$ cat src/rtl/mem_arb_pkg.sv
// Shared types and constants for the main-memory arbiter: state encoding,
// requester ids and the block/address widths of the memory port.
package mem_arb_pkg;

    localparam int BLOCK_W = 128;
    localparam int ADDR_W  = 6;

    typedef enum logic [1:0] {
        IDLE    = 2'b00,
        SERVE_I = 2'b01,
        SERVE_D = 2'b10
    } arb_state_t;

    typedef enum logic {
        ICACHE = 1'b0,
        DCACHE = 1'b1
    } grant_id_t;

    function automatic grant_id_t other_id(input grant_id_t id);
        return (id == ICACHE) ? DCACHE : ICACHE;
    endfunction

endpackage

$ cat src/rtl/mem_arbiter_if.sv
// Block-transfer port: a requester (master) drives the command, the responder
// (slave) returns a block and a busywait stall.
interface mem_arbiter_if;
    import mem_arb_pkg::*;

    logic               read;
    logic               write;
    logic [ADDR_W-1:0]  address;
    logic [BLOCK_W-1:0] writedata;
    logic [BLOCK_W-1:0] readdata;
    logic               busywait;

    modport master (
        output read, write, address, writedata,
        input  readdata, busywait
    );

    modport slave (
        input  read, write, address, writedata,
        output readdata, busywait
    );
endinterface

$ cat src/rtl/mem_arbiter_arb_rr2.sv
// Two-requester picker: req[0] is the icache, req[1] the dcache. On a tie it
// either alternates away from last_grant or always favours the dcache.
module arb_rr2
    import mem_arb_pkg::*;
(
    input  logic [1:0] req,
    input  grant_id_t  last_grant,
    input  logic       round_robin,
    output logic       grant_valid,
    output grant_id_t  grant_id
);

    always_comb begin
        grant_valid = |req;
        grant_id    = ICACHE;
        if (req == 2'b11) begin
            grant_id = round_robin ? other_id(last_grant) : DCACHE;
        end else if (req[1]) begin
            grant_id = DCACHE;
        end
    end

endmodule

$ cat src/rtl/mem_arbiter.sv
// Shares one block-wide memory port between the icache and the dcache, one
// transfer at a time, with a watchdog that aborts a stuck transfer.
module mem_arbiter
    import mem_arb_pkg::*;
#(
    parameter int ROUND_ROBIN = 1,
    parameter int TIMEOUT     = 255
) (
    input  logic          clock,
    input  logic          reset,
    mem_arbiter_if.slave  ic,
    mem_arbiter_if.slave  dc,
    mem_arbiter_if.master mem,
    output logic          err_timeout
);

    localparam logic [7:0] TIMEOUT_C = 8'(TIMEOUT);
    localparam logic       RR_MODE   = (ROUND_ROBIN != 0);

    arb_state_t         state_reg, state_next;
    grant_id_t          last_grant_reg;
    logic [7:0]         timer_reg;
    logic               mem_read_reg, mem_write_reg;
    logic [ADDR_W-1:0]  mem_address_reg;
    logic [BLOCK_W-1:0] mem_writedata_reg;
    logic               err_timeout_reg;

    logic       ic_req, dc_req;
    logic       grant_valid;
    grant_id_t  grant_id;
    logic       serving, done, timed_out;

    // The icache port is read-only; its write side is never looked at.
    logic unused_ic;
    assign unused_ic = ^{ic.write, ic.writedata};

    assign ic_req = ic.read;
    assign dc_req = dc.read | dc.write;

    arb_rr2 u_pick (
        .req         ({dc_req, ic_req}),
        .last_grant  (last_grant_reg),
        .round_robin (RR_MODE),
        .grant_valid (grant_valid),
        .grant_id    (grant_id)
    );

    // Memory only raises busywait after sampling the command, so the first
    // serve cycle (timer==0) can never complete the transfer.
    assign serving   = (state_reg != IDLE);
    assign done      = serving && (timer_reg != 8'd0) && !mem.busywait;
    assign timed_out = serving && !done && (timer_reg == TIMEOUT_C);

    always_comb begin
        state_next = state_reg;
        case (state_reg)
            IDLE: begin
                if (grant_valid) begin
                    state_next = (grant_id == DCACHE) ? SERVE_D : SERVE_I;
                end
            end
            SERVE_I, SERVE_D: begin
                if (done || timed_out) begin
                    state_next = IDLE;
                end
            end
            default: state_next = IDLE;
        endcase
    end

    always_ff @(posedge clock) begin
        if (!reset) begin
            state_reg         <= IDLE;
            last_grant_reg    <= ICACHE;
            timer_reg         <= 8'd0;
            mem_read_reg      <= 1'b0;
            mem_write_reg     <= 1'b0;
            mem_address_reg   <= '0;
            mem_writedata_reg <= '0;
            err_timeout_reg   <= 1'b0;
        end else begin
            state_reg <= state_next;
            if (state_reg == IDLE) begin
                if (grant_valid) begin
                    last_grant_reg <= grant_id;
                    timer_reg      <= 8'd0;
                    if (grant_id == DCACHE) begin
                        // A simultaneous read and write is taken as a write.
                        mem_read_reg      <= !dc.write;
                        mem_write_reg     <= dc.write;
                        mem_address_reg   <= dc.address;
                        mem_writedata_reg <= dc.writedata;
                    end else begin
                        mem_read_reg      <= 1'b1;
                        mem_write_reg     <= 1'b0;
                        mem_address_reg   <= ic.address;
                        mem_writedata_reg <= '0;
                    end
                end
            end else begin
                timer_reg <= timer_reg + 8'd1;
                if (done || timed_out) begin
                    mem_read_reg  <= 1'b0;
                    mem_write_reg <= 1'b0;
                end
                if (timed_out) begin
                    err_timeout_reg <= 1'b1;
                end
            end
        end
    end

    assign mem.read      = mem_read_reg;
    assign mem.write     = mem_write_reg;
    assign mem.address   = mem_address_reg;
    assign mem.writedata = mem_writedata_reg;
    assign err_timeout   = err_timeout_reg;

    assign ic.busywait = ic_req & ~((state_reg == SERVE_I) & done);
    assign dc.busywait = dc_req & ~((state_reg == SERVE_D) & done);
    assign ic.readdata = (state_reg == SERVE_I) ? mem.readdata : '0;
    assign dc.readdata = (state_reg == SERVE_D) ? mem.readdata : '0;

endmodule

$ cat src/flat_wrapper.sv
// flat-port wrapper written by rule: the top's interface ports become plain ports
module mem_arbiter_flat import mem_arb_pkg::*;
#(
    parameter int ROUND_ROBIN = 1,
    parameter int TIMEOUT     = 255
)
  (clock, reset, err_timeout, ic_read, ic_write, ic_address, ic_writedata, ic_readdata, ic_busywait, dc_read, dc_write, dc_address, dc_writedata, dc_readdata, dc_busywait, mem_read, mem_write, mem_address, mem_writedata, mem_readdata, mem_busywait);
  mem_arbiter_if ic_i ();
  mem_arbiter_if dc_i ();
  mem_arbiter_if mem_i ();
  input  logic clock;
  input  logic reset;
  output logic err_timeout;
  input wire logic [$bits(ic_i.read)-1:0] ic_read;
  input wire logic [$bits(ic_i.write)-1:0] ic_write;
  input wire logic [$bits(ic_i.address)-1:0] ic_address;
  input wire logic [$bits(ic_i.writedata)-1:0] ic_writedata;
  output wire logic [$bits(ic_i.readdata)-1:0] ic_readdata;
  output wire logic [$bits(ic_i.busywait)-1:0] ic_busywait;
  input wire logic [$bits(dc_i.read)-1:0] dc_read;
  input wire logic [$bits(dc_i.write)-1:0] dc_write;
  input wire logic [$bits(dc_i.address)-1:0] dc_address;
  input wire logic [$bits(dc_i.writedata)-1:0] dc_writedata;
  output wire logic [$bits(dc_i.readdata)-1:0] dc_readdata;
  output wire logic [$bits(dc_i.busywait)-1:0] dc_busywait;
  output wire logic [$bits(mem_i.read)-1:0] mem_read;
  output wire logic [$bits(mem_i.write)-1:0] mem_write;
  output wire logic [$bits(mem_i.address)-1:0] mem_address;
  output wire logic [$bits(mem_i.writedata)-1:0] mem_writedata;
  input wire logic [$bits(mem_i.readdata)-1:0] mem_readdata;
  input wire logic [$bits(mem_i.busywait)-1:0] mem_busywait;
  assign ic_i.read = ic_read;
  assign ic_i.write = ic_write;
  assign ic_i.address = ic_address;
  assign ic_i.writedata = ic_writedata;
  assign ic_readdata = ic_i.readdata;
  assign ic_busywait = ic_i.busywait;
  assign dc_i.read = dc_read;
  assign dc_i.write = dc_write;
  assign dc_i.address = dc_address;
  assign dc_i.writedata = dc_writedata;
  assign dc_readdata = dc_i.readdata;
  assign dc_busywait = dc_i.busywait;
  assign mem_read = mem_i.read;
  assign mem_write = mem_i.write;
  assign mem_address = mem_i.address;
  assign mem_writedata = mem_i.writedata;
  assign mem_i.readdata = mem_readdata;
  assign mem_i.busywait = mem_busywait;
  mem_arbiter #(.ROUND_ROBIN(ROUND_ROBIN), .TIMEOUT(TIMEOUT)) u_core (.clock(clock), .reset(reset), .ic(ic_i), .dc(dc_i), .mem(mem_i), .err_timeout(err_timeout));
endmodule
$ cat config.mk
export PLATFORM = sky130hd
export DESIGN_NAME = mem_arbiter_flat
export DESIGN_NICKNAME = d
export VERILOG_FILES = /design/src/rtl/mem_arb_pkg.sv /design/src/rtl/mem_arbiter_if.sv /design/src/rtl/mem_arbiter_arb_rr2.sv /design/src/rtl/mem_arbiter.sv /design/src/flat_wrapper.sv
export SDC_FILE = /design/constraint.sdc
export NUM_CORES = 1
export LEC_CHECK = 0
export BUFFER_PORTS_ARGS = -buffer_cell sky130_fd_sc_hd__buf_4
export CORE_AREA = 5 5 308 310
export DETAILED_ROUTE_END_ITERATION = 7
export DIE_AREA = 0 0 313 315
export PLACE_DENSITY_LB_ADDON = 0.3
export SYNTH_ARGS = -nofsm -noshare
export SYNTH_HDL_FRONTEND = slang
export SYNTH_SLANG_ARGS = --single-unit
$ cat constraint.sdc
create_clock -name clock -period 3.5 [get_ports clock]
set_input_delay 0.35 -clock clock [delete_from_list [all_inputs] [get_ports clock]]
set_output_delay 0.35 -clock clock [all_outputs]
set_load 0.05 [all_outputs]
==> results of run 1 <==
## kinds of logic after synthesis
| group | synth area share |
|---|---|
| AND/OR/NAND/NOR | 0.2819 |
| AO/OA/AOI/OAI | 0.2108 |
| flip-flops | 0.4465 |
| buffers and inverters | 0.04883 |
| adder cells (fa/ha/maj) | 0.009427 |
| XOR/XNOR | 0.002640 |
## synthesized netlist by cell type (3+ instances only)
cell type / count
a21boi_0: 4
a222oi_1: 4
a22o_1: 129
and2_1: 259
buf_2: 16
buf_4: 15
clkbuf_1: 30
dfxtp_1: 148
ha_1: 5
inv_1: 5
nand2_1: 15
nand3_1: 4
nor2_1: 5
nor2b_1: 7
o21a_1: 3
o21ai_0: 4
o22ai_1: 3
## layout make-up
type	instances	area, sq um	share of cell area
multi-input cells	473	3382	0.2487
inverters	5	18.77	0.001380
flip-flops and latches	148	2963	0.2179
well taps	1186	1484	0.1091
diodes	20	50.05	0.003681
repair buffers	678	5127	0.3771
clock buffers	19	452.9	0.03331
clock inverters	12	120.1	0.008833
## power by group
group,switching [W],total (W),internal [W]
Combinational,0.00454,0.00650,0.00196
Clock,0.000794,0.00182,0.00102
Sequential,0.000253,0.00232,0.00206
Total,0.00558,0.0106,0.00505
## worst max-delay path, stage by stage (launching register included)
cell	delay, ps
dfxtp_1	350
inv_1	130
ha_1	540
nor2_1	190
o21a_1	180
a21boi_0	250
buf_4	290
## how the worst max path moves through the flow
stage / end / slack (ps)
after floorplan: ic_busywait / 990
after global placement: u_core.mem.writedata[97]$_SDFFE_PN0P_ / 1140
after detailed placement: u_core.mem.writedata[84]$_SDFFE_PN0P_ / 1070
after CTS: ic_busywait / 720
after global routing: ic_busywait / 560
final: ic_busywait / 790
## metal layers
layer | vias up | routed length [um] | track usage
li1 | 3672 | - | -
met1 | 3587 | 19310 | 0.1030
met2 | 549 | 30950 | 0.2144
met3 | 125 | 7288 | 0.06383
met4 | 18 | 2298 | 0.04671
met5 | - | 103 | 0
## per-stage QoR
| step | setup WS, ps | cells | total power, W |
|---|---|---|---|
| after floorplan | 991.6 | 687 | 0.006679 |
| after global placement | 1144 | 2490 | 0.008901 |
| after detailed placement | 1074 | 2490 | 0.008910 |
| after CTS | 717.0 | 2521 | 0.01079 |
| after global routing | 555.8 | 2529 | 0.01111 |
| final | 787.2 | 2541 | 0.01063 |
==> summary.txt, run 1 <==
STA
  • Min cycle time layout: 2713 ps
  • Worst slew margin: 0.5056
  • Fin. Hold Viols: 0
  • Max Transition Viols Final: 0
  • F_max: 368.6 MHz
  • Setup tns final: 0 ps
  • Worst Max-Slew Pin Slew: 731.3 ps
  • Crit share post-route: 0.7751
  • Setup violators final: 0
  • Hold slack: 119.8 ps
  • Clk_skew: 8.355 ps
  • RSZ-0062 raised after global routing: no

Logic synthesis
  • Synth Flop Type: dfxtp_1
  • Instance count of the mapped netlist: 687
  • Dominant cells by area after synthesis: dfxtp_1 (45%), and2_1 (24%), a22o_1 (17%), buf_4 (1.7%), clkbuf_1 (1.7%)
  • Post-synth EDFFs: 0
  • Syn Nets: 1095
  • Synthesized area: 6636 sq um
  • Sequential area share after synthesis: 0.4465
  • Area fraction of the dominant cell type after synthesis: 0.4465
  • Synth warn: 0
  • Yosys cell types: 39
  • Ys async rst share: 0
  • Syn Area/Cell: 9.660 sq um
  • Yosys reg bits: 148
  • Post-synth top area cell: dfxtp_1

Routing
  • Iter 0 DRT Violations: 347
  • Avg Vias per Cell: 3.129
  • DRT Pass-1 Iters: 4
  • Routed WL per cell: 23.59 um
  • Final WL: 59950 um
  • Detailed-route via count: 7951
  • DRC: 0
  • Post-route ant nets: 0

Critical path
  • Worst r2r dst: u_core.mem.writedata[106]$_SDFFE_PN0P_
  • Critical Path Fanout Max: 15
  • WP data required: 3150 ps
  • RR Startpoint: u_core.state_reg[0]$_SDFFE_PN0P_
  • Worst R2R Path Depth: 6
  • Worst R2R Setup Slack: 1110 ps
  • Startpoint types: flip-flop
  • Worst Setup End Kind: output port
  • Kind of critical path: flip-flop to output port
  • CP arrival: 2360 ps
  • CP Launch Point: u_core.state_reg[0]$_SDFFE_PN0P_

Placed design
  • Dpl cell area: 12970 sq um
  • GPL Wtd Cong: 0.8928
  • Buffers on Ports: 668
  • Detail Placement HPWL: 53440 um

Die
  • Core box area: 91390 sq um
  • Die Span Y: 315 um
  • # IOs: 798
  • Die width: 313 um
  • FP Rows: 111
  • Die Area: 98600 sq um
  • Initial Utilization: 0.07262

Cells and area
  • Most frequent cells in the layout: buf_4 (675), and2_1 (258), dfxtp_1 (148)
  • Design Area, Final: 13600 sq um
  • Layout fillers: 10420
  • Final core utilization: 0.1488
  • Layout net count: 1731
  • Max reg flops: 128
  • Area growth, synth to finish: 104.9%
  • Commonest non-fill, non-tap cell in the layout: buf_4
  • Fraction of layout cells with a size suffix above 1: 0.5363

Clocking
  • Post-CTS Resized: 0
  • CTS root buffer: clkbuf_16
  • Clk sink count: 148
  • Clk slew on worst S/H paths: 70 ps
  • Clock latency on the worst-skew pair: 440 ps
  • CTS tree: yes
  • Clock tree buffer depth: 2
  • Num CTS Buffers: 17
  • H-tree Lvls: 4
  • Hold-fix buffers, CTS: 0
  • Post-CTS Setup Bufs: 0

Outcome
  • Outcome: finished clean

Min path
  • Hold depth: 2
  • Hold Path Sink: u_core.mem.writedata[83]$_SDFFE_PN0P_
  • Hold Path Class: input port to flip-flop
  • Hold Path Origin: dc_writedata[83]

Power
  • Leak Pwr: 6.356 nW
  • VDD IR max: 0.4901 mV
  • Pwr/cell area: 782.0 nW/um^2

Flow run
  • Max cap viols: 0

Global route
  • Initial antenna violation count: 72
  • Vias in the first global route: 8130
  • Largest net degree at the start of global routing: 130
  • Tot GR Track Use: 0.1150
  • GRT overflow: 0
  • First-pass GRT wire length: 75980 um
Note: power is estimated with default switching activity, not from simulation.
==> run 2, diff against run 1 <==
ABC_AREA = 1   (was unset)
CORE_AREA = 5 5 303 305   (was 5 5 308 310)
DIE_AREA = 0 0 308 310   (was 0 0 313 315)
clock period = 2.8 ns   (was 3.5 ns; I/O delays follow)
==> run 2 against run 1 <==
Compared with the run above:
- die area decreased by 3.2%
- clock-buffer cell count increased by 1
- combinational power increased by 41%
- sequential cell count unchanged
- highest routed layer unchanged
==> summary.txt, run 2 <==
Outcome
  • Outcome: finished clean

Min path
  • Hold Path Origin: dc_writedata[108]
  • Hold Path Class: input port to flip-flop
  • Hold depth: 3 (+1)
  • Hold Path Sink: u_core.mem.writedata[108]$_SDFFE_PN0P_

Critical path
  • CP arrival: 2110 ps (-250 ps)
  • Worst r2r dst: u_core.mem.writedata[96]$_SDFFE_PN0P_
  • Worst R2R Setup Slack: 570 ps (-540 ps)
  • Kind of critical path: flip-flop to output port
  • Worst R2R Path Depth: 9 (+3)
  • Startpoint types: flip-flop
  • Worst Setup End Kind: output port
  • WP data required: 2520 ps (-630 ps)
  • Critical Path Fanout Max: 8 (-7)
  • RR Startpoint: u_core.state_reg[0]$_SDFFE_PN0P_

Die
  • Die width: 308 um (-1.6%)
  • Core box area: 89050 sq um (-2.6%)
  • # IOs: 798 (unchanged)
  • FP Rows: 110 (-0.90%)
  • Initial Utilization: 0.08388 (+0.01126)
  • Die Span Y: 310 um (-1.6%)
  • Die Area: 95480 sq um (-3.2%)

Cells and area
  • Most frequent cells in the layout: buf_4 (677), nand2_1 (553), inv_1 (271)
  • Max reg flops: 128 (unchanged)
  • Layout fillers: 10490 (+0.75%)
  • Area growth, synth to finish: 93.80%
  • Fraction of layout cells with a size suffix above 1: 0.3855 (-0.1509)
  • Layout net count: 2281 (+32%)
  • Commonest non-fill, non-tap cell in the layout: buf_4

Global route
  • Initial antenna violation count: 30 (-58%)
  • Vias in the first global route: 9279 (+14%)
  • Tot GR Track Use: 0.1061 (-0.008983)
  • First-pass GRT wire length: 71530 um (-5.9%)
  • Largest net degree at the start of global routing: 76 (-42%)
  • GRT overflow: 0 (unchanged)

STA
  • F_max: 418.9 MHz
  • RSZ-0062 raised after global routing: no
  • Fin. Hold Viols: 0 (unchanged)
  • Max Transition Viols Final: 0 (unchanged)
  • Min cycle time layout: 2387 ps
  • Hold slack: 52.66 ps (-67.18 ps)
  • Crit share post-route: 0.8525
  • Setup violators final: 0 (unchanged)
  • Worst slew margin: 0.5392 (+0.03354)
  • Setup tns final: 0 ps (unchanged)
  • Worst Max-Slew Pin Slew: 691.2 ps (-40.01 ps)
  • Clk_skew: 10.53 ps (+2.179 ps)

Flow run
  • Max cap viols: 0 (unchanged)

Routing
  • Avg Vias per Cell: 3.095 (-1.1%)
  • DRT Pass-1 Iters: 4 (unchanged)
  • Detailed-route via count: 9501 (+19%)
  • DRC: 0 (unchanged)
  • Iter 0 DRT Violations: 502 (+45%)
  • Post-route ant nets: 0 (unchanged)
  • Final WL: 54230 um (-9.5%)
  • Routed WL per cell: 17.66 um (-25%)

Logic synthesis
  • Top cells by count, synth: nand2_1 (553), inv_1 (271), dfxtp_1 (148), a21oi_1 (92), nand3_1 (53)
  • Post-synth top area cell: dfxtp_1
  • Post-synth EDFFs: 0 (unchanged)
  • Yosys cell types: 27 (-31%)
  • Synthesized area: 7470 sq um (+13%)
  • Ys async rst share: 0 (unchanged)
  • Yosys reg bits: 148 (unchanged)
  • Instance count of the mapped netlist: 1240 (+80%)
  • Syn Area/Cell: 6.024 sq um (-38%)
  • Synth warn: 0 (unchanged)
  • Syn Nets: 1648 (+51%)
  • Most numerous cell in the Yosys netlist: nand2_1
  • Sequential area share after synthesis: 0.3966 (-0.04981)
  • Area fraction of the dominant cell type after synthesis: 0.3966 (-0.04981)
  • Dominant cells by area after synthesis: dfxtp_1 (40%), nand2_1 (28%), inv_1 (14%), a21oi_1 (6.2%), nand3_1 (3.6%)
  • Synth Flop Type: dfxtp_1

Clocking
  • Clock latency on the worst-skew pair: 450 ps (about the same)
  • Post-CTS Setup Bufs: 0 (unchanged)
  • CTS root buffer: clkbuf_16
  • CTS tree: yes
  • Clock tree buffer depth: 2 (unchanged)
  • Clk slew on worst S/H paths: 70 ps (about the same)
  • H-tree Lvls: 4 (unchanged)
  • Clk sink count: 148 (unchanged)
  • Num CTS Buffers: 17 (unchanged)

Power
  • Pwr/cell area: 994.2 nW/um^2 (+27%)
  • VDD IR max: 0.5207 mV (+6.2%)
  • Leak Pwr: 8.694 nW (+37%)

Placed design
  • Detail Placement HPWL: 46220 um (-14%)
  • Buffers on Ports: 668 (unchanged)
  • GPL Wtd Cong: 0.7572 (-15%)
## run 2: cell count changes after synthesis, sizes merged, moves of 7 or more
| cell | change |
|---|---|
| nand2 | +540 |
| inv | +270 |
| and2 | -259 |
| a22o | -129 |
| a21oi | +90 |
| nand3 | +50 |
| nor2 | +12 |
| buf | +9 |
| nor2b | -7 |
## run 2: how the worst max path moves through the flow
stage | start | endpoint | cells after the start
floorplan | u_core.state_reg[0]$_SDFFE_PN0P_ | dc_readdata[118] | 6
global placement | u_core.state_reg[0]$_SDFFE_PN0P_ | u_core.mem.writedata[111]$_SDFFE_PN0P_ | 9
detailed placement | u_core.state_reg[0]$_SDFFE_PN0P_ | u_core.timer_reg[5]$_SDFFE_PN0P_ | 7
CTS | u_core.state_reg[0]$_SDFFE_PN0P_ | dc_readdata[9] | 6
global route | u_core.state_reg[0]$_SDFFE_PN0P_ | ic_busywait | 7
finish | u_core.state_reg[0]$_SDFFE_PN0P_ | dc_busywait | 7
## run 2: critical path, cell delays in order (launching register included)
cell and delay, ps:
dfxtp_1 390, inv_1 110, ha_1 360, nor2_1 280, nand3_1 110, nand2_1 150, inv_1 60, buf_4 200
## run 2: area by class of cell
class	instances	area [sq um]	area share
inverters	275	1033	0.07139
well taps	1176	1471	0.1016
multi-input cells	743	3126	0.2159
diodes	8	20.02	0.001383
flip-flops and latches	148	2963	0.2047
clock inverters	12	153.9	0.01063
repair buffers	688	5273	0.3642
clock buffers	20	436.7	0.03016
## run 2: stage by stage
stage	instance area, sq um	cells	utilization	total power, W	setup slack (ps)
2_1_floorplan	7470	1240	-	0.008997	1030
3_3_place_gp	13840	3027	0.1554	0.01221	534.2
3_5_place_dp	13840	3027	0.1554	0.01220	540.6
4_1_cts	14460	3062	0.1623	0.01473	289.5
5_1_grt	14470	3068	0.1625	0.01528	204.5
6_report	14480	3070	0.1626	0.01439	412.9
## run 2: layer usage
metal / GRT usage / share of wire
met1: 0.1167 / 0.38
met2: 0.1840 / 0.49
met3: 0.04608 / 0.11
met4: 0.03620 / 0.018
met5: 0 / 0.00068
## run 2: cell families after synthesis
logic type | after synthesis | synth area share
buf+inv | 349 | 0.1889
fa+ha+maj | 5 | 0.008375
compound gates | 108 | 0.07471
simple gates | 630 | 0.3313
flops | 148 | 0.3966
## run 2: repair_timing
action | CTS | global route
resized for setup | 0 | 0
hold endpoints to repair | 3 | 0
endpoints found under the setup margin | 0 | 0
hold buffers | 3 | 0
## run 2: power by group
part	internal (W)	switching, W	total, W
Combinational	0.00247	0.00670	0.00917
Sequential	0.00257	0.000247	0.00281
Clock	0.00140	0.00101	0.00241
